<file path="config.mk">
export PLATFORM = sky130hd
export DESIGN_NAME = result_write_ctrl
export DESIGN_NICKNAME = d
export VERILOG_FILES = /design/src/rtl/result_write_ctrl_pkg.sv /design/src/rtl/word_byte_sel.sv /design/src/rtl/result_write_ctrl.sv
export VERILOG_INCLUDE_DIRS = /design/src /design/src/rtl
export SDC_FILE = /design/constraint.sdc
export NUM_CORES = 1
export LEC_CHECK = 0
export CAP_MARGIN = 20
export CORE_UTILIZATION = 51
export DETAILED_ROUTE_END_ITERATION = 16
export GPL_TIMING_DRIVEN = 0
export PLACE_DENSITY = 0.79
export SETUP_SLACK_MARGIN = 0.02
export SYNTH_ARGS = -nofsm -noshare
export SYNTH_HDL_FRONTEND = slang
export SYNTH_HIERARCHICAL = 1
export SYNTH_SLANG_ARGS = --single-unit
</file>
<file path="constraint.sdc">
create_clock -name clk -period 4.7 [get_ports clk]
set_input_delay 1.41 -clock clk [delete_from_list [all_inputs] [get_ports clk]]
set_output_delay 1.41 -clock clk [all_outputs]
set_load 0.02 [all_outputs]
</file>
<file path="src/rtl/const.svh">
//------------------------------------------------------------------------------
// const.svh
// Shared system-wide constants for the boot/IO path.
// Revision: 1.0 - initial release
//------------------------------------------------------------------------------
`ifndef CONST_SVH
`define CONST_SVH

// Instruction memory word-address width
`define INST_MEM_ADDRW 12
// Data cache word-address width
`define CACHE_ADDRW 12
// Cycles from cache read enable to valid read data
`define CACHE_RD_LAT 2

`endif

</file>
<file path="src/rtl/result_write_ctrl_pkg.sv">
//------------------------------------------------------------------------------
// result_write_ctrl_pkg
// Types and constants shared by the result write sequencer.
// Revision: 1.0 - initial release
//------------------------------------------------------------------------------
`default_nettype none

`include "const.svh"

package result_write_ctrl_pkg;

    // Cache geometry and latency, taken from the system constants
    localparam int CACHE_ADDRW  = `CACHE_ADDRW;
    localparam int CACHE_RD_LAT = `CACHE_RD_LAT;

    // Default cache word width and the number of bytes it holds
    localparam int RESULT_DATAW   = 32;
    localparam int BYTES_PER_WORD = RESULT_DATAW / 8;

    // Sequencer states
    typedef enum logic [2:0] {
        ST_IDLE  = 3'd0,
        ST_RD    = 3'd1,
        ST_WAIT1 = 3'd2,
        ST_WAIT2 = 3'd3,
        ST_SEND  = 3'd4,
        ST_GAP   = 3'd5,
        ST_FIN   = 3'd6
    } result_wr_state_t;

    // Bytes per cache word for an arbitrary data width
    function automatic int bytes_per_word(input int dataw);
        return dataw / 8;
    endfunction

endpackage

`default_nettype wire

</file>
<file path="src/rtl/word_byte_sel.sv">
//------------------------------------------------------------------------------
// word_byte_sel
// Combinational little-endian byte selector: picks byte byte_idx of a word.
// Out-of-range indices (non power-of-two byte counts) return zero.
// Revision: 1.0 - initial release
//------------------------------------------------------------------------------
`default_nettype none

module word_byte_sel
    import result_write_ctrl_pkg::*;
#(
    parameter int DATAW = RESULT_DATAW,
    parameter int IDXW  = $clog2(BYTES_PER_WORD)
) (
    input  logic [DATAW-1:0] word,
    input  logic [IDXW-1:0]  byte_idx,
    output logic [7:0]       byte_out
);

    localparam int NUM_BYTES = bytes_per_word(DATAW);

    // One-hot style mux over the byte lanes of the word
    always_comb begin
        byte_out = 8'h00;
        for (int i = 0; i < NUM_BYTES; i++) begin
            if (byte_idx == IDXW'(i)) begin
                byte_out = word[8*i +: 8];
            end
        end
    end

endmodule

`default_nettype wire

</file>
<file path="src/rtl/result_write_ctrl.sv">
//------------------------------------------------------------------------------
// result_write_ctrl
// Sequences the result write phase: reads result words from the data cache
// and streams them byte by byte (little-endian) to the AXI UART TX writer,
// then pulses done once the requested number of bytes has been accepted.
// Revision: 1.0 - initial release
//------------------------------------------------------------------------------
`default_nettype none

module result_write_ctrl
    import result_write_ctrl_pkg::*;
#(
    parameter int ADDRW     = CACHE_ADDRW,
    parameter int DATAW     = RESULT_DATAW,
    parameter int BASE_ADDR = 0
) (
    input  logic             clk,
    input  logic             rst,
    input  logic             start,
    input  logic [31:0]      result_bytes,
    output logic             cache_re,
    output logic [ADDRW-1:0] cache_addr,
    input  logic [DATAW-1:0] cache_rdata,
    output logic             axi_we,
    output logic [7:0]       axi_wdata,
    input  logic             axi_w_busy,
    input  logic             axi_w_success,
    output logic             busy,
    output logic             done
);

    localparam int NUM_BYTES = bytes_per_word(DATAW);
    localparam int IDXW      = (NUM_BYTES > 1) ? $clog2(NUM_BYTES) : 1;

    // Largest transfer the cache can source without the word address wrapping
    localparam logic [63:0]       MAX_BYTES = 64'(NUM_BYTES) << ADDRW;
    localparam logic [IDXW-1:0]   LAST_IDX  = IDXW'(NUM_BYTES - 1);
    localparam logic [ADDRW-1:0]  START_ADDR = ADDRW'(BASE_ADDR);

    // The wait states assume a fixed two-cycle cache and whole-byte words
    generate
        if ((DATAW % 8) != 0 || DATAW < 8) begin : g_bad_dataw
            $error("result_write_ctrl: DATAW must be a positive multiple of 8");
        end
        if (CACHE_RD_LAT != 2) begin : g_bad_rd_lat
            $error("result_write_ctrl: sequencer is built for a 2-cycle cache read");
        end
    endgenerate

    result_wr_state_t state;
    logic [31:0]      remaining;
    logic [ADDRW-1:0] addr;
    logic [DATAW-1:0] word;
    logic [IDXW-1:0]  byte_idx;
    logic [7:0]       sel_byte;
    logic [31:0]      clamped_bytes;

    // Cache address is the registered word pointer
    assign cache_addr = addr;

    // Byte lane of the held word that goes out next
    word_byte_sel #(
        .DATAW (DATAW),
        .IDXW  (IDXW)
    ) u_byte_sel (
        .word     (word),
        .byte_idx (byte_idx),
        .byte_out (sel_byte)
    );

    // Limit the requested byte count to what the cache can hold
    always_comb begin
        clamped_bytes = result_bytes;
        if ({32'd0, result_bytes} > MAX_BYTES) begin
            clamped_bytes = MAX_BYTES[31:0];
        end
    end

    // Main sequencer with registered outputs
    always_ff @(posedge clk or posedge rst) begin
        if (rst) begin
            state     <= ST_IDLE;
            remaining <= 32'd0;
            addr      <= START_ADDR;
            word      <= '0;
            byte_idx  <= '0;
            cache_re  <= 1'b0;
            axi_we    <= 1'b0;
            axi_wdata <= 8'h00;
            busy      <= 1'b0;
            done      <= 1'b0;
        end else begin
            // Pulse outputs default low each cycle
            cache_re <= 1'b0;
            done     <= 1'b0;

            case (state)
                ST_IDLE: begin
                    if (start) begin
                        busy <= 1'b1;
                        if (result_bytes == 32'd0) begin
                            state <= ST_FIN;
                        end else begin
                            remaining <= clamped_bytes;
                            addr      <= START_ADDR;
                            cache_re  <= 1'b1;
                            state     <= ST_RD;
                        end
                    end
                end

                // cache_re is high for this single cycle
                ST_RD: begin
                    state <= ST_WAIT1;
                end

                ST_WAIT1: begin
                    state <= ST_WAIT2;
                end

                // Read data arrives two cycles after the enable
                ST_WAIT2: begin
                    word     <= cache_rdata;
                    byte_idx <= '0;
                    state    <= ST_GAP;
                end

                // Hold off the writer until it is free
                ST_GAP: begin
                    if (!axi_w_busy) begin
                        axi_we    <= 1'b1;
                        axi_wdata <= sel_byte;
                        state     <= ST_SEND;
                    end
                end

                // Keep the request and data steady until the byte is accepted
                ST_SEND: begin
                    if (axi_w_success) begin
                        axi_we    <= 1'b0;
                        remaining <= remaining - 32'd1;
                        if (remaining == 32'd1) begin
                            state <= ST_FIN;
                        end else if (byte_idx == LAST_IDX) begin
                            addr     <= addr + ADDRW'(1);
                            cache_re <= 1'b1;
                            state    <= ST_RD;
                        end else begin
                            byte_idx <= byte_idx + IDXW'(1);
                            state    <= ST_GAP;
                        end
                    end
                end

                ST_FIN: begin
                    done  <= 1'b1;
                    busy  <= 1'b0;
                    state <= ST_IDLE;
                end

                default: begin
                    state <= ST_IDLE;
                end
            endcase
        end
    end

endmodule

`default_nettype wire
</file>
Word-level counts from Yosys, hierarchy flattened. Index checks and enable logic that the tools add are counted.

Bits in registers: 93. Input bits: 69. Output and inout port bits: 24. Logic and storage cells: 84.

Add/subtract/negate cells: 3. $lt $le $gt $ge: 1. Equality and inequality tests: 17. Muxes and demuxes: 38. Bitwise logic cells: 1. Reductions and logical operators: 14.

Operators with widths (number): two-way mux 32 bit (4); case mux 32 bit (2 select lines) (1); two-way mux 12 bit (5); equality test 32 x 1 -> 1 bit, second input constant (1); > comparator 32 x 15 -> 1 bit, second input constant (1); logical NOT 32 bit (1); two-way mux 8 bit (4); subtractor 32 x 1 -> 32 bit, second input constant (1); case mux 12 bit (2 select lines) (1); two-way mux 3 bit (6); case mux 3 bit (6 select lines) (1); inequality test 2 bit, second input constant (7); adder 12 x 1 -> 12 bit, second input constant (1); equality test 3 bit, second input constant (3); two-way mux 1 bit (9); AND reduction 4 bit (2); nonzero test 2 bit (4); equality test 3 x 2 -> 1 bit, second input constant (2); two-way mux 2 bit (3); case mux 1 bit (2 select lines) (3); AND reduction 3 bit (2); AND reduction 6 bit (1); equality test 2 bit, second input constant (2); case mux 2 bit (2 select lines) (1); 7 further kinds (8).

Logic depth before layout (Yosys ltp).
Depth in word-level cells: 5. Gate-level depth with buffers: 9. Mapped depth without buffers: 8.

Cells and area by module. Netlist, hierarchy kept.

By module, submodules not included: result_write_ctrl (times used 1, cells each 467, area an instance 4650.7 um^2); word_byte_sel (times used 1, cells each 10, area an instance 196.4 um^2).

Least setup slack after synthesis. Ideal clock, no wire load.

Path type: input port to flip-flop. Start point: input result_bytes[21]. End point: register remaining[4]. Arrival: 3026 ps. Data required time: 4571 ps. Setup slack: 1545 ps. Cell stages on the path: 7. Path buffers: 2. Path through: nor4_1 nand3_1 or4_4 o41ai_4 buf_4 buf_4 o21ai_0.

Word-level cells in the longest chain between the ends: 5. Elaborated cells on any way between the ends: 8.

RTL lines: start: declaration (RTL line result_write_ctrl.sv:20) `input logic [31:0] result_bytes,`; > comparator 32 x 15 -> 1 bit (RTL line result_write_ctrl.sv:74) `if ({32'd0, result_bytes} > MAX_BYTES) begin`; two-way mux 32 bit (RTL line result_write_ctrl.sv:74); two-way mux 32 bit (RTL line result_write_ctrl.sv:101) `if (result_bytes == 32'd0) begin`; two-way mux 32 bit (RTL line result_write_ctrl.sv:99) `if (start) begin`; case mux 32 bit (2 select lines) (RTL line result_write_ctrl.sv:97) `case (state)`; end signal: assignment (RTL line result_write_ctrl.sv:104) `remaining <= clamped_bytes;`; end signal: assignment (RTL line result_write_ctrl.sv:141) `remaining <= remaining - 32'd1;`; end: declaration (RTL line result_write_ctrl.sv:51) `logic [31:0] remaining;`.

Several ways; a longest one is shown, not always the timed one. The select of a mux whose other input is x is not followed. A chain may end at the register's enable or synchronous reset.

Final worst setup path.
Start point: input result_bytes[1]. End point: register remaining[3].

Same word-level chain as after synthesis.

==> metrics.md <==
| Metric | Value |
|---|---|
| Footprint of the multi-input gates | `2340 sq um` |
| Fin Clk Skew | `13.4 ps` |
| Drt pass-1 iters | `5` |
| First-pass GRT wire length | `20.0 mm` |
| Remaining DRCs | `0` |
| Initial core utilization | `0.525` |
| CTS max path bufs | `2` |
| Final Cycle Share | `0.791` |
| R2R setup slack | `1980 ps` |
| Post-layout min period | `3720 ps` |
| Clock latency on the worst-skew pair | `370 ps` |
| RSZ-0062 raised after global routing | `false` |
| Finished Cell Area | `6170 sq um` |
| Share of cells above drive strength 1 | `0.150` |
| Setup violators final | `0` |
| Met1 Track Usage GR | `0.347` |
| Mean Syn Cell Area | `10.2 sq um` |
| CP startpoint kind | `input port` |
| Mapped Nets | `550` |
| Fin Hold WS | `509 ps` |
| Synth Instances | `477` |
| Final hold vios | `0` |
| Maximum VDD drop | `288 uV` |
| Max Cap Viol | `0` |
| Die Y | `99.5 microns` |
| RR Endpoint | `remaining[30]` |
| Leading area contributor after synthesis | `dfrtp_1` |
| Area Growth Syn to Fin | `27.2%` |
| Post-synthesis async set-or-reset flop share | `1.00` |
| Slowest cell delay on critical path | `790 ps` |
| CTS resizes | `0` |
| Reg2Reg Depth | `8` |
| CTS root buf | `clkbuf_8` |
| Dpl hpwl | `8.79 mm` |
| Leakage power total | `0.00246 uW` |
| Synthesis warning total | `6` |
| Int Power | `2020 uW` |
| Htree depth | `3` |
| Vias in the first global route | `4187` |
| Least-Margin Pin Slew | `838 ps` |
| Worst EP arrival | `4000 ps` |
| Initial drt markers | `264` |
| Syn Std Cell Area | `4850 sq um` |
| Crit end category | `flop` |
| Gr busiest metal | `met2` |
| Outcome | `finished, final reports clean` |
| Die area | `9900 sq um` |
| Yosys reg bits | `93` |
| WL per Instance | `17.3 microns` |
| GRT Total Usage | `0.257` |
| Avg Vias per Cell | `5.99` |
| Placement Cell Area | `5960 sq um` |
| # fillers | `718` |
| Hold Path Origin | `remaining[31]` |
| Critical path class | `in2reg` |
| Main synth FF type | `dfrtp_1` |
| Final antenna-violating net count | `0` |
| CTS buffer count | `9` |
| Synth cell types | `53` |
| Hold bufs inserted after CTS | `0` |
| GR met3 Demand/Resource | `0.0590` |
| WP data required | `4980 ps` |
| TritonCTS sink count | `93` |
| Initial antenna violation count | `0` |
| Worst hold path type | `reg2reg` |
| Clock slew at reported path FFs | `110 ps` |
| Register area | `2330 sq um` |
| Cell at the slowest stage of the critical path | `a2111oi_2` |
| GR Overflow Total | `0` |
| Top cell type's share of synthesized area | `0.480` |
| M2 GR Usage | `0.413` |
| GP Congestion | `0.920` |
| Critical path fanouts, max | `10` |
| Fin. max-slew vios | `0` |
| Largest net degree at the start of global routing | `62` |
| Reg2Reg Launch Point | `remaining[0]` |
| Vias | `4290` |
| Sw Share | `0.413` |
| Max frequency | `0.269 GHz` |
| Buf/Inv on CP | `2` |
| Commonest cells in the netlist | `dfrtp_1 (93), o21ai_0 (62), mux2_2 (40), nor2_1 (40), nand2_1 (33)` |
| Cell depth of the worst min-delay path | `1` |
| P_sw | `1420 uW` |
| Power share of the clock group | `0.156` |
| Count leader, synth | `dfrtp_1` |
| Post-Route WL | `12.4 mm` |
| DP Cell Count | `699` |
| Synth area leaders | `dfrtp_1 (48%), mux2_2 (9.3%), o21ai_0 (6.4%)` |
| IO buf count | `92` |
| Nets | `655` |
| Setup Fix Bufs, Post-CTS | `0` |
| Top delay family on crit path | `compound AO/OA/AOI/OAI gates` |
| Post-Layout Cell Count | `716` |
| Endpoint, Worst Hold | `remaining[31]` |
| CTS tree | `built` |
| # IOs | `93` |
| Sequential area share after synthesis | `0.480` |
| Sequential power share | `0.382` |
| Logic pwr share | `0.462` |
| Pwr Density | `557 nW/um^2` |
| Die X | `99.5 microns` |
| Placeable Area | `9240 sq um` |
| Post-synth EDFFs | `0` |
| Relative slew slack | `0.440` |
| Crit-path cells | `clkdlybuf4s50_1, nor4_1, nand4_1, a2111oi_2, clkbuf_1, a21oi_1, o21ai_0` |
| Rows | `35` |
| Antenna Cells | `0` |
| Setup tns final | `0 ps` |
-- worst max path at each step --
stage / endpoint / slack [ps] / cells past startpoint / from
5_1_grt: remaining[9] / 810 / 7 / result_bytes[1]
2_1_floorplan: axi_wdata[0] / 870 / 1 / rst
4_1_cts: remaining[3] / 1010 / 7 / result_bytes[1]
6_report: remaining[3] / 980 / 7 / result_bytes[1]
3_5_place_dp: remaining[3] / 640 / 7 / result_bytes[1]
3_3_place_gp: busy / -540 / 2 / rst
-- area by class of cell --
| cell class | count | share of cell area |
|---|---|---|
| buffer | 25 | 0.0203 |
| clock inverter | 7 | 0.0122 |
| multi-input combinational | 345 | 0.380 |
| tap | 129 | 0.0262 |
| sequential | 93 | 0.377 |
| inverter | 14 | 0.00893 |
| clock buffer | 9 | 0.0201 |
| timing repair buffer | 94 | 0.155 |
-- worst reg2reg max path, stage by stage (launching register included) --
cell and delay, ps:
dfrtp_1 460, inv_1 110, ha_1 180, nor3b_1 700, nand2_1 270, nor2_1 370
nand3_1 140, or3_1 320, o21ai_0 80
-- through the flow --
stage | setup WS, ps | power (uW) | util
floorplan | 870 | 2370 | -
global placement | -537 | 2820 | 0.642
detailed placement | 641 | 2880 | 0.645
CTS | 1010 | 3430 | 0.666
global route | 813 | 3650 | 0.667
finish | 983 | 3440 | 0.667
-- layer usage --
layer	share of wire	up-vias
li1	-	2013
met1	0.43	2084
met2	0.48	169
met3	0.068	24
met4	0.018	0
met5	0	-
-- cells in the final DEF, fill, tap and decap left out, drive strengths merged, types with 5 or more instances in the layout --
| cell | instances |
|---|---|
| a21oi | 29 |
| a31oi | 7 |
| buf | 11 |
| clkbuf | 25 |
| clkdlybuf4s50 | 92 |
| dfrtp | 93 |
| inv | 17 |
| mux2 | 40 |
| mux4 | 8 |
| nand2 | 33 |
| nand3 | 15 |
| nand4 | 9 |
| nor2 | 41 |
| nor3 | 14 |
| nor4 | 14 |
| o21ai | 62 |
| o31ai | 7 |
| or3 | 6 |
| or4 | 5 |
-- cells by family (layout without fill, tap and decap cells) --
group                      after synthesis  after routing  share of synthesized area
buffers and inverters                   39            149                     0.0367
and+or+nand+nor                        154            154                      0.166
adders and majority gates                4              4                     0.0103
AOI/OAI and AO/OA                      137            137                      0.173
muxes                                   50             50                      0.134
DFF                                     93             93                      0.480
-- power by group through the flow --
| stage | Clock (uW) | Sequential (uW) | Combinational (uW) |
|---|---|---|---|
| after floorplan | 0 | 1340 | 1040 |
| after global placement | 0 | 1300 | 1520 |
| after detailed placement | 0 | 1320 | 1560 |
| after CTS | 546 | 1310 | 1580 |
| after global routing | 582 | 1350 | 1720 |
| final | 536 | 1310 | 1590 |
-- state kept, by name, indices dropped and copies added (netlist names) --
register,flops
busy,1
word,32
cache_addr,12
remaining,32
done,1
axi_we,1
byte_idx,2
axi_wdata,8
state,3
cache_re,1
No activity file was read; power rests on OpenSTA's default activity.
